[src/rtl/mr_reg_seq.sv]
// mr_reg_seq: register-transfer sequencer that turns MOV/LDI/SWAP/ACC commands into register-file read/write cycles
module mr_reg_seq #(
  parameter int              W          = 16,
  parameter int              ACC_CYCLES = 1,
  parameter logic [15:0]     ACC_ADDR   = 16'h0050
) (
  input  logic               clk_i,
  input  logic               rst_i,
  input  logic               cmd_valid_i,
  output logic               cmd_ready_o,
  input  logic [1:0]         cmd_op_i,
  input  logic [15:0]        cmd_a_i,
  input  logic [15:0]        cmd_b_i,
  input  logic [W-1:0]       cmd_imm_i,
  output logic [15:0]        src_o,
  output logic [15:0]        dst_o,
  output logic [W-1:0]       d_in_o,
  output logic               sto_o,
  output logic               sto_alu_o,
  input  logic [W-1:0]       d_out_i,
  output logic               done_o,
  output logic [W-1:0]       rd_data_o
);
  typedef enum logic [2:0] {S_IDLE, S_RD_A, S_RD_B, S_WR_A, S_WR_B, S_ACC, S_RD_ACC, S_DONE} state_t;
  localparam logic [1:0] OP_MOV  = 2'd0;
  localparam logic [1:0] OP_LDI  = 2'd1;
  localparam logic [1:0] OP_SWAP = 2'd2;
  localparam logic [3:0] ACC_N   = (ACC_CYCLES == 0) ? 4'd1 : 4'(ACC_CYCLES);
  state_t       state_q, state_d;
  logic [1:0]   op_q, op_d;
  logic [15:0]  a_q, a_d, b_q, b_d;
  logic [W-1:0] t0_q, t0_d, t1_q, t1_d, rd_q, rd_d;
  logic [3:0]   cnt_q, cnt_d;
  // State and operand registers; reset aborts any command in flight
  always_ff @(posedge clk_i or posedge rst_i) begin
    if (rst_i) begin
      state_q <= S_IDLE;
      op_q    <= '0;
      a_q     <= '0;
      b_q     <= '0;
      t0_q    <= '0;
      t1_q    <= '0;
      rd_q    <= '0;
      cnt_q   <= '0;
    end else begin
      state_q <= state_d;
      op_q    <= op_d;
      a_q     <= a_d;
      b_q     <= b_d;
      t0_q    <= t0_d;
      t1_q    <= t1_d;
      rd_q    <= rd_d;
      cnt_q   <= cnt_d;
    end
  end
  // Next-state logic: command capture, read-data latching and the ACC hold counter
  always_comb begin
    state_d = state_q;
    op_d    = op_q;
    a_d     = a_q;
    b_d     = b_q;
    t0_d    = t0_q;
    t1_d    = t1_q;
    rd_d    = rd_q;
    cnt_d   = cnt_q;
    case (state_q)
      S_IDLE: if (cmd_valid_i) begin
        op_d    = cmd_op_i;
        a_d     = cmd_a_i;
        b_d     = cmd_b_i;
        t0_d    = cmd_imm_i;
        cnt_d   = ACC_N - 4'd1;
        state_d = cmd_op_i == OP_MOV ? S_RD_B : cmd_op_i == OP_LDI ? S_WR_A :
                  cmd_op_i == OP_SWAP ? S_RD_A : S_ACC;
      end
      S_RD_A: begin
        t0_d    = d_out_i;
        state_d = S_RD_B;
      end
      S_RD_B: begin
        t0_d    = op_q == OP_SWAP ? t0_q : d_out_i;
        t1_d    = op_q == OP_SWAP ? d_out_i : t1_q;
        state_d = S_WR_A;
      end
      S_WR_A: state_d = op_q == OP_SWAP ? S_WR_B : S_DONE;
      S_WR_B: state_d = S_DONE;
      S_ACC: begin
        cnt_d   = cnt_q - 4'd1;
        state_d = cnt_q == 4'd0 ? S_RD_ACC : S_ACC;
      end
      S_RD_ACC: begin
        t0_d    = d_out_i;
        state_d = S_DONE;
      end
      S_DONE: begin
        rd_d    = t0_q;
        state_d = S_IDLE;
      end
      default: state_d = S_IDLE;
    endcase
  end
  assign cmd_ready_o = state_q == S_IDLE && !rst_i;
  assign src_o       = state_q == S_RD_A ? a_q : state_q == S_RD_B ? b_q :
                       state_q == S_RD_ACC ? ACC_ADDR : '0;
  assign dst_o       = state_q == S_WR_A ? a_q : state_q == S_WR_B ? b_q : '0;
  assign d_in_o      = state_q == S_WR_A ? (op_q == OP_SWAP ? t1_q : t0_q) :
                       state_q == S_WR_B ? t0_q : '0;
  assign sto_o       = state_q == S_WR_A || state_q == S_WR_B;
  assign sto_alu_o   = state_q == S_ACC;
  assign done_o      = state_q == S_DONE;
  assign rd_data_o   = state_q == S_DONE ? t0_q : rd_q;
endmodule

[config.mk]
export PLATFORM = sky130hd
export DESIGN_NAME = mr_reg_seq
export DESIGN_NICKNAME = d
export VERILOG_FILES = /design/src/rtl/mr_reg_seq.sv
export SDC_FILE = /design/constraint.sdc
export NUM_CORES = 1
export LEC_CHECK = 0
export CAP_MARGIN = 10
export CORE_AREA = 2 2 96 98
export CTS_CLUSTER_DIAMETER = 200
export DETAILED_ROUTE_END_ITERATION = 12
export DIE_AREA = 0 0 98 100
export PLACE_DENSITY = 0.84
export SYNTH_ARGS = -nofsm -noshare
export SYNTH_HDL_FRONTEND = slang
export SYNTH_SLANG_ARGS = --single-unit
[constraint.sdc]
create_clock -name clk_i -period 5.32 [get_ports clk_i]
set_input_delay 0.532 -clock clk_i [delete_from_list [all_inputs] [get_ports clk_i]]
set_output_delay 0.532 -clock clk_i [all_outputs]
set_load 0.005 [all_outputs]
# After elaboration in Yosys (flattened, before gate mapping)
# Cells that the tools add are included.
# totals
in_bits,69
romBits,0
mem_count,0
mem_bits_rw,0
output_inout_bits,68
latch_bits,0
register_bits,89
wordCells,56
# op_classes
order_cmp,0
eq_ne,12
n_mux,21
multipliers,0
bitwise,0
div,0
addsub,1
n_reduce_logical,14
shift,0
# op_table
cell,n
$mux W16,10
$pmux W16 S3,1
$pmux W3 S7,1
$eq A3 B3 Y1 const B,4
$mux W3,4
$pmux W4 S2,1
$mux W7,1
$eq A3 B2 Y1 const B,2
$reduce_and A2 Y1,3
$eq A2 B2 Y1 const B,2
$logic_not A4 Y1,1
$mux W2,2
$mux W4,1
$ne A2 B2 Y1 const B,2
$reduce_or A2 Y1,2
$sub A4 B1 Y4 const B,1
$eq A3 B1 Y1 const B,1
$logic_not A3 Y1,1
$reduce_and A3 Y1,1
$reduce_bool A3 Y1,1
$eq A2 B1 Y1 const B,1
$logic_not A2 Y1,1
$reduce_bool A2 Y1,1
$logic_and A1 B1 Y1,1
other kinds (2),2

# Logic depth before layout (Yosys ltp)
# Gate-level depths: netlist of the first run.
# depth
depth_word,6
depth_mapped,7
ltp_nobuf,6

# Least setup slack after synthesis of the first run
# OpenSTA, ideal clock, no wires.
# synth_path
kind,register to output
from,register state_q[2]
to,output port dst_o[10]
path_buffers,2
t_required_ps,4788
arrival_ps,1375
stages_incl_launch_ff,5
path_slack_ps,3413
cell_sequence,dfrtp_1 -> buf_4 -> nor2_1 -> clkbuf_1 -> a22o_1
# synth_via
elab_chain_cells,3
word_cells_on_any_way,4
classes_between,2 x eq/ne; 2 x mux
# synth_lines
item,line_no,source
from (decl),29,"state_t state_q, state_d;"
from (signal assigned),46,state_q <= state_d;
$eq A3 B3 Y1,105,assign dst_o = state_q == S_WR_A ? a_q : state_q == S_WR_B ? b_q : '0;
$mux W16,105,
$mux W16 (*),105,
to (decl),16,"output logic [15:0] dst_o,"
# Mark *: on every way between the ends. The rest lies on a longest branch, timed or not.

# Final worst setup path of the first run
# Ends and elaborated chain as after synthesis.

==> results of run 1 <==
per-stage QoR:
| stage | area (um2) | util |
|---|---|---|
| after floorplan | 4300 | - |
| after global placement | 5670 | 0.638 |
| after detailed placement | 5670 | 0.638 |
| after CTS | 5920 | 0.666 |
| after global routing | 5970 | 0.672 |
| final | 5970 | 0.672 |
metal layers:
layer	vias to the layer above	track usage
li1	1691	-
met5	-	0
met1	1768	0.316
met2	146	0.385
met4	0	0.0705
met3	14	0.0703
flip-flops by register name, summed over array words and instances, names as in the netlist:
register  flops
b_q          16
op_q          2
t1_q         16
cnt_q         4
a_q          16
state_q       3
rd_q         16
t0_q         16
power groups by stage:
| stage | Clock (W) | Sequential [W] | Combinational, W |
|---|---|---|---|
| detailed placement | 0 | 0.00130 | 0.00177 |
| CTS | 0.000572 | 0.00129 | 0.00178 |
| global route | 0.000602 | 0.00134 | 0.00196 |
| finish | 0.000566 | 0.00129 | 0.00178 |
| floorplan | 0 | 0.00117 | 0.00110 |
| global placement | 0 | 0.00128 | 0.00171 |
worst max-delay path, cell delays in order, from the launching register on:
cell             delay, ps
dfrtp_1               1050
nand2_1                270
nor2_1                 970
a22o_1                 300
clkdlybuf4s50_1        510
cells by family (layout without fill, tap and decap cells):
kind of cell,after synthesis,after routing,share of synthesized area
AND/OR/NAND/NOR,165,165,0.163
flip-flops,89,89,0.518
AO/OA/AOI/OAI,80,80,0.139
multiplexers,48,48,0.130
buffers and inverters,34,166,0.0454
adder cells (fa/ha/maj),1,1,0.00291
XOR/XNOR,1,1,0.00204
cells in the final DEF, fill, tap and decap left out, drive strengths merged, types with 3 or more instances in the layout:
master         Yosys  routed
a22oi             15      15
nand3              5       5
inv                7       8
mux2i             16      16
mux2              32      32
clkdlybuf4s50      0     136
o21ai              7       7
nor2b              3       3
nand2            111     111
buf               23       7
a22o              32      32
bufinv             0       3
nor2              35      35
a21oi             16      16
dfrtp             89      89
clkbuf             4       9
path summary, 6_finish.rpt:
| kind | start | to | slack, ps | cells after the start |
|---|---|---|---|---|
| max in group asynchronous | rst_i | rd_q[8]$_DFF_PP0_ | 3650 | 3 |
| worst min register to register | rd_q[7]$_DFF_PP0_ | rd_q[7]$_DFF_PP0_ | 500 | 1 |
| worst max register to register | state_q[2]$_DFFE_PP0P_ | t0_q[5]$_DFFE_PP0P_ | 2940 | 4 |
| worst min-delay path | rd_q[7]$_DFF_PP0_ | rd_q[7]$_DFF_PP0_ | 500 | 1 |
| worst max-delay path | state_q[2]$_DFFE_PP0P_ | dst_o[10] | 1320 | 4 |
| min in group asynchronous | rst_i | b_q[13]$_DFFE_PP0P_ | 640 | 2 |
layout make-up:
cell class	instances	area [um2]
clock buffer	9	124
inverter	7	27.5
fill	694	2920
sequential	89	2230
multi-input combinational	295	1880
tap	111	139
clock inverter	7	124
timing repair buffer	143	1450
==> run_results.csv, run 1 <==
group,metric,value,unit
detailed_routing,firstDrtPassIters,4,
detailed_routing,drt_iter0_drc,146,
grt,overflow,0,
cts,h-tree-depth,3,
sta,hold-worst-slack,501,ps
final_layout,antenna_cells,0,
final_layout,area_growth,38.9,%
power,seq_power_share,0.355,
placed_design,place_ws,1730,ps
sta,setup_viol,0,
cts,root_buffer,"clkbuf_8",
synthesis,synthCells,418,
detailed_routing,met2WireLength,5280,um
grt,antenna_found_initial,0,
sta,worst_slew_pin_slew,1210,ps
final_layout,drive_gt1_frac,0.113,
synthesis,synthArstFlopShare,1.00,
power,power.internal,0.00231,W
floorplanning,core,0.00889,mm2
sta,finalHoldViolations,0,
detailed_routing,topRoutingLayerUsed,"met4",
grt,grt_pass1_vias,3706,
synthesis,netlist_top_cells_count,"nand2_1, dfrtp_1, nor2_1",
synthesis,syn_nets,488,
power,clkPwrFrac,0.156,
grt,grtUsageTotal,0.239,
detailed_routing,wl_per_cell,17.1,um
outcome,status,"finished, final reports clean",
synthesis,ys.flop_type,"dfrtp_1",
synthesis,synth_top_area_cell,"dfrtp_1",
sta,fin_skew,13.2,ps
placed_design,dp_cells,643,
synthesis,synth_most_common_cell,"nand2_1",
final_layout,fin_cells,661,
synthesis,synth_area,0.00430,mm2
cts,cts.sinks,89,
synthesis,yosysWarnings,0,
job,cap_violations,0,
placed_design,gp_congestion,0.856,
detailed_routing,wirelength_met1,4990,um
setup_path,crit_fanout,33,
cts,clk_pin_slew,90,ps
floorplanning,ioPinCount,137,
synthesis,yosysSeqAreaShare,0.518,
power,powerDensity,609,mW/mm2
power,combPwrFrac,0.489,
floorplanning,rows,35,
power,power_switching,0.00132,W
power,peakVddDrop,258,uV
detailed_routing,wl,11300,um
detailed_routing,met3WireLength,876,um
grt,grt_pass1_wl,18800,um
cts,holdBufCountCts,0,
cts,cts_buffers,9,
power,switching_share,0.364,
min_path,hold_path.class,"flip-flop to flip-flop",
detailed_routing,viasPerCell,5.48,
sta,fin_tns_setup,0,ps
cts,cts_tree,"built",
cts,clock_path_buffers,2,
sta,min_period,4000,ps
power,p_leak,2.66,nW
final_layout,layout.nets,615,
floorplanning,start_util,0.484,
setup_path,setup.worst_path.end_class,"output pin",
placed_design,dp_hpwl,7750,um
sta,slew_headroom,0.188,
cts,ctsResizeCount,0,
sta,setup_ws,1320,ps
synthesis,ys_types,43,
floorplanning,die_h,100,um
sta,period_share,0.752,
synthesis,synth.area.top_cells,"dfrtp_1, nand2_1, a22o_1, mux2_2, mux2i_1",
sta,drv_slew,0,
placed_design,port_buffers,136,
cts,cts_setup_buffers,0,
floorplanning,fp.dieW,98,um
setup_path,cp.arrival,3470,ps
synthesis,syn_area_per_cell,10.3,um2
detailed_routing,drc,0,
detailed_routing,ant_nets,0,
detailed_routing,dr_total_vias,3619,
sta,rsz0062_at_grt,"no",
cts,clk_latency,360,ps
setup_path,start_kind,"flip-flop",
setup_path,cp.required,4790,ps
floorplanning,dieArea,0.00980,mm2
setup_path,criticalPathCategory,"flip-flop to output pin",
grt,grt_max_degree,49,
synthesis,ys_ff_latch,89,
synthesis,synth_edf_count,0,
sta,fmax,250,MHz
synthesis,synth_top_area_frac,0.518,
power,total_power,0.00364,W
Power figures use the tool's default switching activity.
==> inputs of run 2 (changes only) <==
CORE_AREA = 2 2 105 107   (was 2 2 96 98)
DIE_AREA = 0 0 107 109   (was 0 0 98 100)
PLACE_DENSITY = 0.75   (was 0.84)
clock period = 3.4 ns   (was 5.32 ns; I/O delays follow)
==> run 2 against run 1 <==
- sequential share of layout area up 0.23 points
- core utilization down 11 points
- critical path type unchanged
- clock skew down 6.4 ps
- total power up 50%
- largest cell class unchanged
- die area up 19%
- via count down 1.4%
- hold slack worse by 3.1 ps
- wire length up 0.52%
==> run_results.csv, run 2 (synthesis results as in run 1) <==
group,metric,value,unit
outcome,status,"finished, final reports clean",
sta,setup_viol,0,
setup_path,r2r_setup_slack,1270,ps
floorplanning,ioPinCount,137,
grt,grtUsageTotal,0.202,
cts,clk_latency,350,ps
floorplanning,fp.dieW,107,um
sta,setup_ws,251,ps
setup_path,criticalPathCategory,"flip-flop to output pin",
power,total_power,0.00546,W
final_layout,layout.nets,618,
sta,slew_headroom,0.437,
detailed_routing,viasPerCell,5.15,
setup_path,setup.worst_path.end_class,"output pin",
grt,overflow,0,
grt,grt_pass1_vias,3625,
setup_path,cp.arrival,2810,ps
cts,holdBufCountCts,0,
final_layout,fin_util,0.560,
sta,fin_skew,6.82,ps
final_layout,multi_input_area,0.00188,mm2
final_layout,mostFrequentLayoutCell,"clkdlybuf4s50_1",
detailed_routing,wl,11400,um
cts,h-tree-depth,3,
final_layout,most-common-layout-cells,"clkdlybuf4s50_1, nand2_1, dfrtp_1",
final_layout,area_growth,38.1,%
grt,antenna_found_initial,0,
placed_design,gp_congestion,0.831,
cts,ctsResizeCount,0,
placed_design,dp_cells,677,
detailed_routing,firstDrtPassIters,4,
cts,clock_path_buffers,2,
sta,drv_slew,0,
floorplanning,die_h,109,um
setup_path,path_cells,"nand2_1, or2_4, o22ai_2, a22o_1, clkdlybuf4s50_1",
power,peakVddDrop,362,uV
placed_design,dp_hpwl,7960,um
setup_path,start_kind,"flip-flop",
final_layout,antenna_cells,0,
cts,cts.sinks,89,
detailed_routing,wl_per_cell,16.4,um
sta,rsz0062_at_grt,"no",
final_layout,drive_gt1_frac,0.118,
final_layout,register_area,0.00223,mm2
floorplanning,rows,38,
grt,grt_max_degree,47,
setup_path,slowest_stage,"dfrtp_1",
placed_design,place_ws,611,ps
sta,finalHoldViolations,0,
cts,cts_buffers,9,
detailed_routing,drc,0,
sta,worst_slew_pin_slew,843,ps
sta,period_share,0.926,
sta,fmax,318,MHz
power,p_leak,2.64,nW
final_layout,fin_cells,693,
floorplanning,dieArea,0.0117,mm2
setup_path,cpPeakStageDelay,670,ps
cts,clk_pin_slew,90,ps
setup_path,crit_fanout,16,
sta,min_period,3150,ps
cts,cts_setup_buffers,0,
power,powerDensity,920,mW/mm2
cts,cts_tree,"built",
setup_path,critPathTopFamily,"compound AO/OA/AOI/OAI gates",
floorplanning,core,0.0106,mm2
min_path,hold_path.class,"input pin to asynchronous set/reset pin",
placed_design,port_buffers,136,
detailed_routing,drt_iter0_drc,152,
sta,fin_tns_setup,0,ps
cts,root_buffer,"clkbuf_8",
job,cap_violations,0,
setup_path,critPathBufInv,1,
detailed_routing,ant_nets,0,
setup_path,cp.required,3060,ps
final_layout,n_fill_cell,938,
grt,grt_pass1_wl,18500,um
floorplanning,start_util,0.405,
detailed_routing,dr_total_vias,3569,
[run 2: changes by cell type in the layout (fill, tap and decap cells not counted)]
| cell | before | now |
|---|---|---|
| buf_12 | 0 | 1 |
| buf_16 | 2 | 0 |
| buf_4 | 5 | 9 |
| bufinv_16 | 3 | 0 |
| clkbuf_8 | 9 | 10 |
| clkinv_2 | 1 | 3 |
| clkinvlp_4 | 1 | 2 |
| inv_6 | 2 | 1 |
[run 2: worst paths after layout]
kind	endpoint	cells after the start	from
setup / recovery	d_in_o[10]	5	state_q[0]$_DFFE_PP0P_
hold / removal	op_q[0]$_DFFE_PP0P_	2	rst_i
setup reg to reg	t0_q[15]$_DFFE_PP0P_	5	state_q[0]$_DFFE_PP0P_
hold reg to reg	rd_q[6]$_DFF_PP0_	1	rd_q[6]$_DFF_PP0_
max in group asynchronous	t0_q[15]$_DFFE_PP0P_	3	rst_i
min in group clk_i	rd_q[6]$_DFF_PP0_	1	rd_q[6]$_DFF_PP0_
[run 2: per-stage QoR]
| stage | hold slack, ps | area [um2] |
|---|---|---|
| floorplan | 445 | 4300 |
| global placement | 473 | 5760 |
| CTS | 493 | 5940 |
| detailed placement | 485 | 5760 |
| finish | 497 | 5940 |
| global route | 510 | 5940 |
[run 2: power breakdown]
part / internal, W / leakage [nW] / total [W] / switching, W
clock network: 0.000287 / 0.0887 / 0.000663 / 0.000376
registers: 0.00157 / 1.06 / 0.00196 / 0.000383
logic: 0.00156 / 1.48 / 0.00284 / 0.00128
[run 2: metal layers]
layer	track usage	share of wire
met1	0.282	0.46
met2	0.318	0.45
met3	0.0466	0.080
met4	0.0538	0.0084
met5	0	0
[run 2: final cells by class]
class,instances,share of cell area
clock inverter,6,0.00717
inverter,7,0.00464
timing repair buffer,146,0.244
clock buffer,10,0.0232
sequential,89,0.375
multi-input combinational,295,0.316
tap,140,0.0295
